==> config.mk <==
export PLATFORM = sky130hd
export DESIGN_NAME = fma_accumulator_flat
export DESIGN_NICKNAME = d
export VERILOG_FILES = /design/src/rtl/fma_accumulator_pkg.sv /design/src/rtl/fma_accumulator_if.sv /design/src/rtl/fma_accumulator_csel_adder.sv /design/src/rtl/fma_accumulator.sv /design/src/flat_wrapper.sv
export SDC_FILE = /design/constraint.sdc
export NUM_CORES = 1
export LEC_CHECK = 0
export ABC_AREA = 1
export CORE_MARGIN = 2
export CORE_UTILIZATION = 45
export DETAILED_ROUTE_END_ITERATION = 10
export PLACE_DENSITY = 0.76
export SLEW_MARGIN = 20
export SYNTH_ARGS = -nofsm -noshare
export SYNTH_HDL_FRONTEND = slang
export SYNTH_HIERARCHICAL = 1
export SYNTH_SLANG_ARGS = --single-unit
==> constraint.sdc <==
create_clock -name clk -period 5.9 [get_ports clk]
set_clock_uncertainty 0.2 [all_clocks]
set_input_delay 0.885 -clock clk [delete_from_list [all_inputs] [get_ports clk]]
set_output_delay 0.885 -clock clk [all_outputs]
set_load 0.05 [all_outputs]
==> src/rtl/fma_accumulator_pkg.sv <==
// Shared definitions for the FMA accumulator and its upstream operand sequencer.
// Optional feature macro: FMA_ACC_SATURATE_EN (clamp the accumulator on overflow).
package fma_accumulator_pkg;

  localparam int IN_W    = 64;
  localparam int GUARD_W = 8;
  localparam int ACC_W   = IN_W + GUARD_W;
  localparam int CNT_W   = 8;
  localparam int BLK_W   = 8;

  typedef enum logic [1:0] {
    IDLE  = 2'd0,
    ACCUM = 2'd1,
    DONE  = 2'd2
  } state_e;

endpackage

==> src/rtl/fma_accumulator_if.sv <==
// Request, input-stream and result handshake bundle of the FMA accumulator.
interface fma_accumulator_if #(
  parameter int IN_W  = 64,
  parameter int CNT_W = 8,
  parameter int ACC_W = 72
);

  logic             start;
  logic [CNT_W-1:0] len;
  logic             in_valid;
  logic [IN_W-1:0]  in_data;
  logic             in_ready;
  logic             out_valid;
  logic             out_ready;
  logic [ACC_W-1:0] out_data;
  logic             out_ovf;
  logic             busy;

  // Producer/consumer side: issues runs, streams FMA results, takes the sum
  modport master (
    output start, len, in_valid, in_data, out_ready,
    input  in_ready, out_valid, out_data, out_ovf, busy
  );

  // Accumulator side
  modport slave (
    input  start, len, in_valid, in_data, out_ready,
    output in_ready, out_valid, out_data, out_ovf, busy
  );

endinterface

==> src/rtl/fma_accumulator_csel_adder.sv <==
// Combinational carry-select adder for the accumulator, built from full-adder cells.
// Each BLK_W block computes both carry-in hypotheses with ripple chains and the
// incoming block carry selects one, so the critical path is one ripple block
// plus a mux per block.

// Gate-level full-adder cell
module fa_cell (
  input  logic a,
  input  logic b,
  input  logic ci,
  output logic s,
  output logic co
);

  assign s  = a ^ b ^ ci;
  assign co = (a & b) | (ci & (a ^ b));

endmodule

module csel_adder_acc #(
  parameter int ACC_W = 72,
  parameter int BLK_W = 8
) (
  input  logic [ACC_W-1:0] a,
  input  logic [ACC_W-1:0] b,
  output logic [ACC_W-1:0] sum,
  output logic             cout
);

  localparam int NBLK = ACC_W / BLK_W;

  logic [NBLK:0] blk_c;

  assign blk_c[0] = 1'b0;

  // One block: speculative sums for carry-in 0 and 1, then select by real carry
  for (genvar g = 0; g < NBLK; g++) begin : g_blk
    logic [BLK_W:0]   c0;
    logic [BLK_W:0]   c1;
    logic [BLK_W-1:0] s0;
    logic [BLK_W-1:0] s1;

    assign c0[0] = 1'b0;
    assign c1[0] = 1'b1;

    for (genvar i = 0; i < BLK_W; i++) begin : g_bit
      fa_cell u_fa0 (
        .a  (a[g*BLK_W + i]),
        .b  (b[g*BLK_W + i]),
        .ci (c0[i]),
        .s  (s0[i]),
        .co (c0[i+1])
      );
      fa_cell u_fa1 (
        .a  (a[g*BLK_W + i]),
        .b  (b[g*BLK_W + i]),
        .ci (c1[i]),
        .s  (s1[i]),
        .co (c1[i+1])
      );
    end

    assign sum[g*BLK_W +: BLK_W] = blk_c[g] ? s1 : s0;
    assign blk_c[g+1]            = blk_c[g] ? c1[BLK_W] : c0[BLK_W];
  end

  assign cout = blk_c[NBLK];

endmodule

==> src/rtl/fma_accumulator.sv <==
// Sums a programmed number of FMA results into a wide accumulator and hands the
// total back through a valid/ready port with a sticky overflow flag.
// Optional feature macro: FMA_ACC_SATURATE_EN (clamp to all-ones on overflow
// instead of wrapping).
module fma_accumulator #(
  parameter int IN_W    = fma_accumulator_pkg::IN_W,
  parameter int GUARD_W = fma_accumulator_pkg::GUARD_W,
  parameter int CNT_W   = fma_accumulator_pkg::CNT_W,
  parameter int BLK_W   = fma_accumulator_pkg::BLK_W,
  localparam int ACC_W  = IN_W + GUARD_W
) (
  input  logic              clk,
  input  logic              rst,
  fma_accumulator_if.slave  bus
);

  import fma_accumulator_pkg::*;

  state_e           state_q, state_d;
  logic [ACC_W-1:0] acc_q, acc_d;
  logic [CNT_W-1:0] cnt_q, cnt_d;
  logic             ovf_q, ovf_d;

  logic [ACC_W-1:0] add_b;
  logic [ACC_W-1:0] add_sum;
  logic             add_cout;
  logic             beat;

  assign add_b = ACC_W'(bus.in_data);
  assign beat  = (state_q == ACCUM) && bus.in_valid;

  csel_adder_acc #(
    .ACC_W (ACC_W),
    .BLK_W (BLK_W)
  ) u_adder (
    .a    (acc_q),
    .b    (add_b),
    .sum  (add_sum),
    .cout (add_cout)
  );

  // Next-state, accumulator, beat counter and overflow flag
  always_comb begin
    state_d = state_q;
    acc_d   = acc_q;
    cnt_d   = cnt_q;
    ovf_d   = ovf_q;
    case (state_q)
      IDLE: begin
        if (bus.start) begin
          acc_d = '0;
          ovf_d = 1'b0;
          cnt_d = bus.len;
          state_d = (bus.len != '0) ? ACCUM : DONE;
        end
      end
      ACCUM: begin
        if (beat) begin
`ifdef FMA_ACC_SATURATE_EN
          acc_d = add_cout ? '1 : add_sum;
`else
          acc_d = add_sum;
`endif
          ovf_d = ovf_q | add_cout;
          cnt_d = cnt_q - 1'b1;
          if (cnt_q == CNT_W'(1)) begin
            state_d = DONE;
          end
        end
      end
      DONE: begin
        if (bus.out_ready) begin
          state_d = IDLE;
        end
      end
      default: begin
        state_d = IDLE;
      end
    endcase
  end

  // Register all state; reset aborts any run immediately
  always_ff @(posedge clk or posedge rst) begin
    if (rst) begin
      state_q <= IDLE;
      acc_q   <= '0;
      cnt_q   <= '0;
      ovf_q   <= 1'b0;
    end else begin
      state_q <= state_d;
      acc_q   <= acc_d;
      cnt_q   <= cnt_d;
      ovf_q   <= ovf_d;
    end
  end

  assign bus.in_ready  = (state_q == ACCUM);
  assign bus.out_valid = (state_q == DONE);
  assign bus.busy      = (state_q != IDLE);
  assign bus.out_data  = acc_q;
  assign bus.out_ovf   = ovf_q;

endmodule

==> src/flat_wrapper.sv <==
// flat-port wrapper written by rule: the top's interface ports become plain ports
module fma_accumulator_flat import fma_accumulator_pkg::*;
#(
  parameter int IN_W    = fma_accumulator_pkg::IN_W,
  parameter int GUARD_W = fma_accumulator_pkg::GUARD_W,
  parameter int CNT_W   = fma_accumulator_pkg::CNT_W,
  parameter int BLK_W   = fma_accumulator_pkg::BLK_W,
  localparam int ACC_W  = IN_W + GUARD_W
)
  (clk, rst, bus_start, bus_len, bus_in_valid, bus_in_data, bus_out_ready, bus_in_ready, bus_out_valid, bus_out_data, bus_out_ovf, bus_busy);
  fma_accumulator_if #(.IN_W(IN_W), .CNT_W(CNT_W), .ACC_W(72)) bus_i ();
  input  logic clk;
  input  logic rst;
  input wire logic [$bits(bus_i.start)-1:0] bus_start;
  input wire logic [$bits(bus_i.len)-1:0] bus_len;
  input wire logic [$bits(bus_i.in_valid)-1:0] bus_in_valid;
  input wire logic [$bits(bus_i.in_data)-1:0] bus_in_data;
  input wire logic [$bits(bus_i.out_ready)-1:0] bus_out_ready;
  output wire logic [$bits(bus_i.in_ready)-1:0] bus_in_ready;
  output wire logic [$bits(bus_i.out_valid)-1:0] bus_out_valid;
  output wire logic [$bits(bus_i.out_data)-1:0] bus_out_data;
  output wire logic [$bits(bus_i.out_ovf)-1:0] bus_out_ovf;
  output wire logic [$bits(bus_i.busy)-1:0] bus_busy;
  assign bus_i.start = bus_start;
  assign bus_i.len = bus_len;
  assign bus_i.in_valid = bus_in_valid;
  assign bus_i.in_data = bus_in_data;
  assign bus_i.out_ready = bus_out_ready;
  assign bus_in_ready = bus_i.in_ready;
  assign bus_out_valid = bus_i.out_valid;
  assign bus_out_data = bus_i.out_data;
  assign bus_out_ovf = bus_i.out_ovf;
  assign bus_busy = bus_i.busy;
  fma_accumulator #(.IN_W(IN_W), .GUARD_W(GUARD_W), .CNT_W(CNT_W), .BLK_W(BLK_W)) u_core (.clk(clk), .rst(rst), .bus(bus_i));
endmodule
==> Flow_metrics.wiki, run 1 <==
{| class="wikitable"
! Metric !! Value
|-
| Result of the run || complete, no violations
|-
| Worst Hold Margin || 0.316 ns
|-
| I/O pin total || 153
|-
| Clock transition at path regs || 0.07 ns
|-
| Latest clock arrival within the worst-skew pair || 0.34 ns
|-
| Fraction of layout instances using a drive strength above 1 || 0.114
|-
| Net count of the finished layout || 1177
|-
| Slew at the pin with the worst max-slew slack || 0.904 ns
|-
| Sw Share || 0.529
|-
| Maximum number of pins on one net before global-route repair || 76
|-
| Yosys reg bits || 83
|-
| Core area || 16500 um2
|-
| Final standard cell utilization of the core || 0.601
|-
| Final wirelength || 17900 um
|-
| Buffers added on ports || 152
|-
| Register area share after synthesis || 0.275
|-
| Max Clock Freq || 0.175 GHz
|-
| Root Driver || sky130_fd_sc_hd__clkbuf_16
|-
| Worst setup path category || input pin to flop
|-
| Count of endpoints failing hold in the final timing report || 0
|-
| Share of power burned in the clock network || 0.088
|-
| HPWL after DPL || 13200 um
|-
| Portion of the clock cycle consumed by the worst path in the final layout || 0.970
|-
| CP Capture Type || flop
|-
| Worst hold path type || flop to flop
|-
| Number of DRC violations after detailed-routing iteration 0 || 324
|-
| Sw power || 3.20 mW
|-
| Setup-failing EPs final || 0
|-
| Worst rel slew slack || 0.397
|-
| Reg area || 2080 um2
|-
| Slew Viols, Final || 0
|-
| Leading cell types in the layout, fill and taps excluded || sky130_fd_sc_hd__nand2_1 (276), sky130_fd_sc_hd__clkdlybuf4s50_1 (148), sky130_fd_sc_hd__nand3_1 (121), sky130_fd_sc_hd__fa_1 (120), sky130_fd_sc_hd__dfrtp_1 (83)
|-
| Number of antenna cells inserted || 0
|-
| Share of the synthesized area in the top cell type || 0.361
|-
| Combined area of the multi-input logic cells || 5400 um2
|-
| Cells after synthesis || 774
|-
| Number of placement rows || 47
|-
| Post-synth ARST share || 1.00
|-
| # H-tree levels || 3
|-
| Placed cell area || 9470 um2
|-
| Clock tree from TritonCTS || built
|-
| Total clock sinks || 83
|-
| First-pass detailed-route iteration total || 7
|-
| Total of fill cells in the finished design || 1400
|-
| DRC || 0
|-
| Cell area after technology mapping || 7540 um2
|-
| Hold_buf cts || 0
|-
| Vertical die dimension || 133 um
|-
| Die width || 133 um
|-
| Routed wirelength normalized by instance count || 15.1 um
|-
| Synth area leaders || sky130_fd_sc_hd__fa_1 (36%), sky130_fd_sc_hd__dfrtp_1 (28%), sky130_fd_sc_hd__nand2_1 (14%)
|-
| Final critical-path required period || 5.72 ns
|-
| Leakage dissipation || 4.68 nW
|-
| Vias in the first global route || 6231
|-
| Placer congestion estimate || 0.803
|-
| Most common cell after layout, fill and taps aside || sky130_fd_sc_hd__nand2_1
|-
| Pwr/cell area || 612 nW/um2
|-
| Share of total power in sequential cells || 0.202
|-
| Mapped Avg Cell Area || 9.74 um2
|-
| Peak supply drop || 0.323 mV
|-
| Global-route total usage across every layer || 0.215
|-
| Count of nets left with antenna violations after detail routing || 0
|-
| Count of unique library cells instantiated by Yosys || 27
|-
| Synth-to-Final Area Change || 31.1%
|-
| Relative contribution of combinational cells to total power || 0.710
|-
| Primary FF master, synth || sky130_fd_sc_hd__dfrtp_1
|-
| Crit start category || input pin
|-
| Die area || 17800 um2
|-
| Starting Density || 0.458
|-
| Count of max-cap constraint violations || 0
|-
| Total vias in the final route || 5970
|-
| Count of flip-flops with a built-in enable after synthesis || 0
|-
| Via/cell ratio || 5.03
|-
| Post-route cell area || 9890 um2
|-
| First-pass GRT wire length || 30600 um
|-
| Residual overflow from global routing || 0
|-
| CTS buffer count || 9
|-
| Data arrival time of the worst path || 5.76 ns
|-
| Pint || 2.85 mW
|-
| Clock Tree Buf Depth || 2
|-
| Crit Path Max Fanout || 4
|-
| Largest area contributor in the synthesized netlist || sky130_fd_sc_hd__fa_1
|-
| Count of warnings emitted by yosys || 6
|-
| Initial antenna violation count || 0
|-
| Required time worst endpoint || 5.93 ns
|}
[what timing repair did]
item                                    4_1_cts  5_1_grt
gates resized for setup                      21        8
endpoints found under the setup margin       33       32
endpoints found under the hold margin         0        0
pin swaps                                     7        3
gates cloned                                  1        0
setup buffers                                 2        1
[final timing paths]
check                                         from  depth (start not counted)  slack (ns)                 endpoint
min in group asynchronous                      rst                          2        0.83  u_core/bus.out_data[17]
min                                u_core/cnt_q[7]                          2        0.32          u_core/cnt_q[7]
max                                bus_in_data[16]                         20        0.18  u_core/bus.out_data[54]
max reg2reg                u_core/bus.out_data[16]                         19        0.52  u_core/bus.out_data[54]
max in group asynchronous                      rst                          3        3.77  u_core/bus.out_data[39]
min reg2reg                        u_core/cnt_q[7]                          2        0.32          u_core/cnt_q[7]
[cells by family (layout without fill, tap and decap cells)]
group	after synthesis	in the layout	share of synthesized area
simple gates	447	448	0.274
fa+ha+maj	138	138	0.364
flops	83	83	0.275
buf+inv	63	224	0.0380
mux	24	24	0.0358
compound gates	16	16	0.0113
other cells	3	33	0.00149
[area by class of cell]
class                           instances  share of cell area
Clock inverter                          5             0.00304
Clock buffer                           10              0.0242
Multi-Input combinational cell        659               0.546
Timing Repair Buffer                  174               0.175
Sequential cell                        83               0.210
Tap cell                              220              0.0278
Inverter                               35              0.0135
[critical path: stages]
cell and delay, ns:
sky130_fd_sc_hd__dlygate4sd2_1 0.28, sky130_fd_sc_hd__fa_1 0.43, sky130_fd_sc_hd__fa_2 0.37, sky130_fd_sc_hd__fa_1 0.40, sky130_fd_sc_hd__fa_1 0.42, sky130_fd_sc_hd__fa_1 0.41
sky130_fd_sc_hd__fa_1 0.41, sky130_fd_sc_hd__fa_1 0.42, sky130_fd_sc_hd__fa_2 0.38, sky130_fd_sc_hd__inv_1 0.08, sky130_fd_sc_hd__nand3_2 0.10, sky130_fd_sc_hd__nand3_4 0.12
sky130_fd_sc_hd__nand2_4 0.07, sky130_fd_sc_hd__nand2_2 0.10, sky130_fd_sc_hd__nand3_4 0.16, sky130_fd_sc_hd__buf_12 0.18, sky130_fd_sc_hd__nand2_4 0.08, sky130_fd_sc_hd__mux2_2 0.33
sky130_fd_sc_hd__nand3_1 0.08, sky130_fd_sc_hd__nand2_1 0.07
[cells in the mapped netlist, drive strengths merged, types with 6 or more instances]
library cell,n
mux2,24
fa,136
dfrtp,83
inv,35
clkbuf,12
o21ai,8
nand3,135
buf,16
a21oi,6
nand2,285
nor2,21
[flip-flops by register name (all words and copies together), names as in the netlist]
name and flops:
u_core/bus.out_ovf 1, u_core/state_q 2, u_core/cnt_q 8, u_core/bus.out_data 72
[power groups by stage]
| stage | clock network, mW | registers (mW) | logic [mW] |
|---|---|---|---|
| after global routing | 0.571 | 1.29 | 4.78 |
| final | 0.533 | 1.22 | 4.30 |
| after global placement | 0 | 1.22 | 4.02 |
| after CTS | 0.546 | 1.23 | 4.28 |
| after floorplan | 0 | 1.88 | 2.31 |
| after detailed placement | 0 | 1.23 | 4.18 |
[metal layers]
metal,vias to the layer above,part of all wire,routed length [um],global-route usage
li1,2800,-,-,-
met1,3011,0.43,7720,0.300
met2,143,0.52,9220,0.359
met3,16,0.035,619,0.0221
met4,0,0.018,317,0.0703
met5,-,0,0,0
[per-stage QoR]
stage          TNS (ns)  total power, mW  setup WS, ns  std cells
3_5_place_dp     -18.86             5.41        -0.594       1167
5_1_grt        -0.00440             6.63      -0.00440       1186
3_3_place_gp     -14.99             5.25        -0.498       1167
4_1_cts               0             6.06        0.0338       1185
6_report              0             6.05         0.175       1186
2_1_floorplan         0             4.19         0.135        804
No activity file was read; power rests on OpenSTA's default activity.
==> inputs of run 2 (changes only) <==
--- a/config.mk
+++ b/config.mk
@@ -6,7 +6,6 @@
 export NUM_CORES = 1
 export LEC_CHECK = 0
 export ABC_AREA = 1
-export CORE_MARGIN = 2
 export CORE_UTILIZATION = 45
 export DETAILED_ROUTE_END_ITERATION = 10
 export PLACE_DENSITY = 0.76
==> run 2 against run 1 <==
  * Design area rose by 0.32%
  * Largest power group unchanged
  * Largest cell class unchanged
  * Sequential power barely moved
  * Non-clock buffer count fell by 3
  * Critical path type unchanged
  * Cell count fell by 0.51%
  * Global-route usage rose by 0.51 points
  * Clock-buffer cell count did not move
  * Routed wire length fell by 0.57%
==> Flow_metrics.wiki, run 2 (synthesis gave the netlist of run 1 again) <==
{| class="wikitable"
! Metric !! Value
|-
| Root Driver || sky130_fd_sc_hd__clkbuf_16
|-
| Slew Viols, Final || 0
|-
| Result of the run || complete, no violations
|-
| Maximum number of pins on one net before global-route repair || 86
|-
| Routed wirelength normalized by instance count || 15.1 um
|-
| Clock transition at path regs || 0.06 ns
|-
| First-pass detailed-route iteration total || 4
|-
| Vertical die dimension || 131 um
|-
| Residual overflow from global routing || 0
|-
| Final sum of negative setup slack || 0 ns
|-
| Final wirelength || 17800 um
|-
| Worst hold path type || flop to flop
|-
| Worst rel slew slack || 0.381
|-
| Post-route cell area || 9920 um2
|-
| Number of standard cells in the layout, taps in and fillers out || 1180
|-
| Length in cells of the worst reg-to-reg path || 21
|-
| Count of max-cap constraint violations || 0
|-
| Peak supply drop || 0.426 mV
|-
| Final standard cell utilization of the core || 0.616
|-
| Vias in the first global route || 6238
|-
| Number of DRC violations after detailed-routing iteration 0 || 338
|-
| Leading cell types in the layout, fill and taps excluded || sky130_fd_sc_hd__nand2_1 (276), sky130_fd_sc_hd__clkdlybuf4s50_1 (148), sky130_fd_sc_hd__fa_1 (125), sky130_fd_sc_hd__nand3_1 (121), sky130_fd_sc_hd__dfrtp_1 (83)
|-
| Fraction of layout instances using a drive strength above 1 || 0.107
|-
| HPWL after DPL || 12800 um
|-
| Crit Path Max Fanout || 9
|-
| Data arrival time of the worst path || 5.72 ns
|-
| Placer congestion estimate || 0.835
|-
| Most common cell after layout, fill and taps aside || sky130_fd_sc_hd__nand2_1
|-
| Buffers added on ports || 152
|-
| Worst setup path category || input pin to flop
|-
| Crit-path max cell delay || 0.43 ns
|-
| CP Capture Type || flop
|-
| Setup repair after global routing missed its margin || no
|-
| DRC || 0
|-
| Total vias in the final route || 5967
|-
| First-pass GRT wire length || 30500 um
|-
| Global-route total usage across every layer || 0.221
|-
| Core area || 16100 um2
|-
| Setup-failing EPs final || 0
|-
| Clock tree from TritonCTS || built
|-
| Number of placement rows || 46
|-
| Max Clock Freq || 0.176 GHz
|-
| Cell type of the slowest stage on the worst timing path || sky130_fd_sc_hd__clkdlybuf4s50_1
|-
| Max reg flops || 72
|-
| I/O pin total || 153
|-
| Leakage dissipation || 4.71 nW
|-
| Synth-to-Final Area Change || 31.5%
|-
| Net count of the finished layout || 1174
|-
| Pwr/cell area || 622 nW/um2
|-
| Required time worst endpoint || 5.93 ns
|-
| # Post-CTS Setup Buffers || 0
|-
| Portion of the clock cycle consumed by the worst path in the final layout || 0.964
|-
| Crit start category || input pin
|-
| Starting Density || 0.468
|-
| Most Frequent Cell on Critical Path || sky130_fd_sc_hd__fa_2
|-
| Latest clock arrival within the worst-skew pair || 0.35 ns
|-
| Number of antenna cells inserted || 0
|-
| Placed cell area || 9450 um2
|-
| Clock Tree Buf Depth || 2
|-
| Die area || 17300 um2
|-
| Number of stages on the worst hold path || 2
|-
| Count of endpoints failing hold in the final timing report || 0
|-
| Initial antenna violation count || 0
|-
| Die width || 131 um
|-
| Total clock sinks || 83
|-
| Worst path cell trace || clkdlybuf4s50_1 -> fa_1 -> fa_1 -> fa_2 -> fa_2 -> fa_2 -> fa_2 -> fa_2 -> fa_2 -> inv_2 -> nand2_4 -> nand3_2 -> nand3_4 -> nand2_4 -> nand2_2 -> nand3_4 -> nand2_8 -> nand2_8 -> nand3b_4 -> nand3_1 -> nand2_1 -> a21oi_1 -> a21oi_1
|-
| Final critical-path required period || 5.69 ns
|-
| Via/cell ratio || 5.06
|-
| CTS buffer count || 9
|-
| Cell count after placement || 1163
|-
| Count of nets left with antenna violations after detail routing || 0
|-
| Sum of internal, switching and leakage power || 6.17 mW
|-
| # H-tree levels || 3
|-
| Slew at the pin with the worst max-slew slack || 0.928 ns
|}
## run 2: repair_timing
action,in CTS,in global routing
gates cloned,0,1
endpoints found under the setup margin,33,37
gates resized for setup,9,15
hold buffers,0,0
pin swaps,3,6
## run 2: metal layers
layer / GRT usage / up-vias / part of all wire
met5: 0 / - / 0
met4: 0.0691 / 0 / 0.016
met3: 0.0320 / 21 / 0.040
met2: 0.365 / 154 / 0.50
met1: 0.300 / 2996 / 0.44
li1: - / 2796 / -
## run 2: worst paths after layout
| check | start | slack, ns | endpoint |
|---|---|---|---|
| max | bus_in_data[0] | 0.21 | u_core/bus.out_ovf |
| min | u_core/cnt_q[6] | 0.30 | u_core/cnt_q[6] |
| max reg2reg | u_core/bus.out_data[16] | 0.56 | u_core/bus.out_ovf |
| min reg2reg | u_core/cnt_q[6] | 0.30 | u_core/cnt_q[6] |
| max in group asynchronous | rst | 3.64 | u_core/bus.out_data[63] |
| min in group asynchronous | rst | 0.79 | u_core/bus.out_data[12] |
## run 2: where the power goes
group | internal (mW) | total (mW) | switching (mW)
registers | 0.825 | 1.22 | 0.394
clock network | 0.469 | 0.720 | 0.251
logic | 1.68 | 4.24 | 2.56
## run 2: critical path, delay by kind of cell
kind	cells	cell delay [ns]
compound gates	2	0.19
fa+ha+maj	8	2.99
buf+inv	2	0.54
simple gates	11	1.10
## run 2: layout make-up
type | instances | area (um2)
fill | 1357 | 6190
multi-input combinational | 659 | 5390
tap | 216 | 270
sequential | 83 | 2080
inverter | 35 | 133
clock inverter | 6 | 136
clock buffer | 10 | 239
timing repair buffer | 171 | 1680
## run 2: stage by stage
step	setup slack, ns	hold WS, ns
finish	0.212	0.305
global route	0.0130	0.329
CTS	-0.0273	0.305
detailed placement	-0.572	0.287
global placement	-0.502	0.288
floorplan	0.135	0.264
==> inputs of run 3 (changes only) <==
--- a/config.mk
+++ b/config.mk
@@ -6,8 +6,10 @@
 export NUM_CORES = 1
 export LEC_CHECK = 0
 export ABC_AREA = 1
+export CAP_MARGIN = 20
 export CORE_UTILIZATION = 45
 export DETAILED_ROUTE_END_ITERATION = 10
+export GPL_TIMING_DRIVEN = 0
 export PLACE_DENSITY = 0.76
 export SLEW_MARGIN = 20
 export SYNTH_ARGS = -nofsm -noshare
==> constraint.sdc (replaced) <==
create_clock -name clk -period 7.1 [get_ports clk]
set_clock_uncertainty 0.2 [all_clocks]
set_input_delay 1.065 -clock clk [delete_from_list [all_inputs] [get_ports clk]]
set_output_delay 1.065 -clock clk [all_outputs]
set_load 0.05 [all_outputs]
==> run 3 against run 2 <==
  * Worst setup slack better by 0.42 ns
  * Highest routed layer unchanged
  * Design area down 1.7%
  * Critical endpoint unchanged
  * Non-clock buffer count up 10
  * Cell count up 0.85%
  * Via count about the same
  * Largest power group unchanged
  * Critical path depth up 1
  * Global-route usage down 0.24 points
  * Clock-buffer cell count up 4
  * Critical path type unchanged
  * Register-to-register slack better by 0.80 ns
  * Total power down 21%
  * Combinational power down 19%
==> Flow_metrics.wiki, run 3 (synthesis gave the netlist of run 1 again) <==
{| class="wikitable"
! Metric !! Value
|-
| Slew Viols, Final || 0
|-
| Worst hold path type || flop to flop
|-
| Leading cell types in the layout, fill and taps excluded || sky130_fd_sc_hd__nand2_1 (277), sky130_fd_sc_hd__clkdlybuf4s50_1 (152), sky130_fd_sc_hd__fa_1 (136), sky130_fd_sc_hd__nand3_1 (126), sky130_fd_sc_hd__dfrtp_1 (83)
|-
| Root Driver || sky130_fd_sc_hd__clkbuf_16
|-
| Maximum number of pins on one net before global-route repair || 45
|-
| Final sum of negative setup slack || 0 ns
|-
| Initial antenna violation count || 1
|-
| Met3 wire len || 673 um
|-
| Core area || 16100 um2
|-
| Share of power burned in the clock network || 0.092
|-
| Pwr/cell area || 500 nW/um2
|-
| CP delay by family, top || adder cells
|-
| CP Depth || 24
|-
| Net count of the finished layout || 1183
|-
| Total vias in the final route || 5966
|-
| First-pass detailed-route iteration total || 4
|-
| # Post-CTS Setup Buffers || 0
|-
| Pre-CTS setup slack || 0.288 ns
|-
| Hold_buf cts || 0
|-
| Number of placement rows || 46
|-
| Cell type of the slowest stage on the worst timing path || sky130_fd_sc_hd__fa_1
|-
| Count of max-cap constraint violations || 0
|-
| Clock Tree Buf Depth || 2
|-
| Portion of the clock cycle consumed by the worst path in the final layout || 0.911
|-
| Combined buffer and inverter count along the critical path || 3
|-
| Latest clock arrival within the worst-skew pair || 0.35 ns
|-
| Worst Slack Setup Final || 0.630 ns
|-
| Via/cell ratio || 5.01
|-
| Worst path cell trace || clkdlybuf4s50_1 -> fa_1 -> fa_1 -> fa_1 -> fa_1 -> fa_1 -> fa_1 -> fa_1 -> fa_1 -> inv_2 -> nand2_4 -> nand2_8 -> nand2_4 -> nand3_4 -> nand2_2 -> buf_6 -> nand2_4 -> nand3_4 -> nand3b_4 -> nand3_2 -> nand3_1 -> nand2_1 -> a21oi_1 -> a21oi_1
|-
| Data arrival time of the worst path || 6.49 ns
|-
| Crit-path max cell delay || 0.45 ns
|-
| Clock transition at path regs || 0.06 ns
|-
| Die width || 131 um
|-
| Synth-to-Final Area Change || 29.3%
|-
| Leakage dissipation || 4.64 nW
|-
| Relative contribution of combinational cells to total power || 0.702
|-
| Final critical-path required period || 6.47 ns
|-
| Worst Hold Margin || 0.303 ns
|-
| Total length of routed met2 wires || 8800 um
|-
| Number of DRC violations after detailed-routing iteration 0 || 309
|-
| Routed wirelength normalized by instance count || 14.7 um
|-
| Vertical die dimension || 131 um
|-
| Pint || 2.28 mW
|-
| Met1 routed wirelength after detailed routing || 7700 um
|-
| Worst setup path category || input pin to flop
|-
| Max Clock Freq || 0.155 GHz
|-
| Crit Path Max Fanout || 10
|-
| Peak supply drop || 0.217 mV
|-
| I/O pin total || 153
|-
| Most common cell after layout, fill and taps aside || sky130_fd_sc_hd__nand2_1
|-
| Clock tree from TritonCTS || built
|-
| First-pass GRT wire length || 30100 um
|-
| # H-tree levels || 3
|-
| Sw power || 2.60 mW
|-
| Share of total power in sequential cells || 0.205
|-
| Vias in the first global route || 6112
|-
| Result of the run || complete, no violations
|-
| Final standard cell utilization of the core || 0.605
|-
| Worst rel slew slack || 0.589
|-
| Global-route total usage across every layer || 0.218
|-
| Max reg flops || 72
|-
| Length in cells of the worst reg-to-reg path || 23
|-
| Final wirelength || 17500 um
|-
| CP Capture Type || flop
|-
| Count of endpoints failing hold in the final timing report || 0
|-
| Setup repair after global routing missed its margin || no
|-
| Slew at the pin with the worst max-slew slack || 0.616 ns
|-
| Required time worst endpoint || 7.12 ns
|-
| Setup-failing EPs final || 0
|-
| Sw Share || 0.532
|-
| Gates resized, CTS repair || 0
|-
| Placer congestion estimate || 0.854
|-
| Starting Density || 0.468
|-
| Number of stages on the worst hold path || 2
|-
| Buffers added on ports || 152
|-
| CTS buffer count || 9
|-
| Residual overflow from global routing || 0
|-
| Total clock sinks || 83
|-
| HPWL after DPL || 13600 um
|-
| DRC || 0
|-
| Fraction of layout instances using a drive strength above 1 || 0.0812
|-
| Crit start category || input pin
|-
| Die area || 17300 um2
|-
| Most Frequent Cell on Critical Path || sky130_fd_sc_hd__fa_1
|-
| Highest metal layer with signal wires || met4
|-
| Count of nets left with antenna violations after detail routing || 0
|}
-- run 3: cell types whose count changed in the layout (fill, tap and decap cells not counted), sizes merged --
cell / previous run / this run
clkbuf: 10 / 26
bufinv: 4 / 0
clkdlybuf4s50: 148 / 152
buf: 20 / 17
dlymetal6s2s: 2 / 0
clkinvlp: 1 / 0
diode: 0 / 1
dlygate4sd2: 1 / 0
inv: 34 / 35
nand2: 286 / 285
-- run 3: path summary, 6_finish.rpt --
check                                       startpoint                 endpoint  slack, ns
worst max register to register  u_core/bus.out_data[0]       u_core/bus.out_ovf       1.36
worst min-delay path                   u_core/cnt_q[6]          u_core/cnt_q[6]       0.30
worst min register to register         u_core/cnt_q[6]          u_core/cnt_q[6]       0.30
max in group asynchronous                          rst  u_core/bus.out_data[63]       5.15
min in group asynchronous                          rst  u_core/bus.out_data[17]       0.93
worst max-delay path                    bus_in_data[0]       u_core/bus.out_ovf       0.63
-- run 3: worst reg2reg max path, delay by kind of cell (launching register included) --
family / cells / cell delay [ns]
DFF: 1 / 0.41
buffers and inverters: 2 / 0.33
adders and majority gates: 8 / 3.29
and+or+nand+nor: 11 / 1.20
AOI/OAI and AO/OA: 2 / 0.20
-- run 3: layer usage --
metal | track usage | up-vias
li1 | - | 2814
met1 | 0.297 | 2980
met2 | 0.364 | 153
met3 | 0.0270 | 19
met4 | 0.0704 | 0
met5 | 0 | -
-- run 3: per-stage QoR --
stage / instances / cell area [um2] / power [mW]
detailed placement: 1173 / 9480 / 4.45
global placement: 1172 / 9450 / 4.32
finish: 1190 / 9750 / 4.88
floorplan: 804 / 7650 / 3.48
global route: 1190 / 9750 / 5.36
CTS: 1189 / 9750 / 4.91
-- run 3: power groups by stage --
stage	clock network, mW	registers [mW]	logic, mW
floorplan	0	1.56	1.92
detailed placement	0	1.02	3.43
CTS	0.461	1.01	3.44
finish	0.450	1.00	3.43
global placement	0	1.01	3.31
global route	0.481	1.06	3.82
-- run 3: layout make-up --
class	instances	area, um2
Antenna cell	1	2.50
Buffer	28	155
Clock buffer	14	264
Clock inverter	2	10.0
Fill cell	1398	6360
Inverter	35	134
Multi-Input combinational cell	658	5290
Sequential cell	83	2080
Tap cell	216	270
Timing Repair Buffer	153	1550
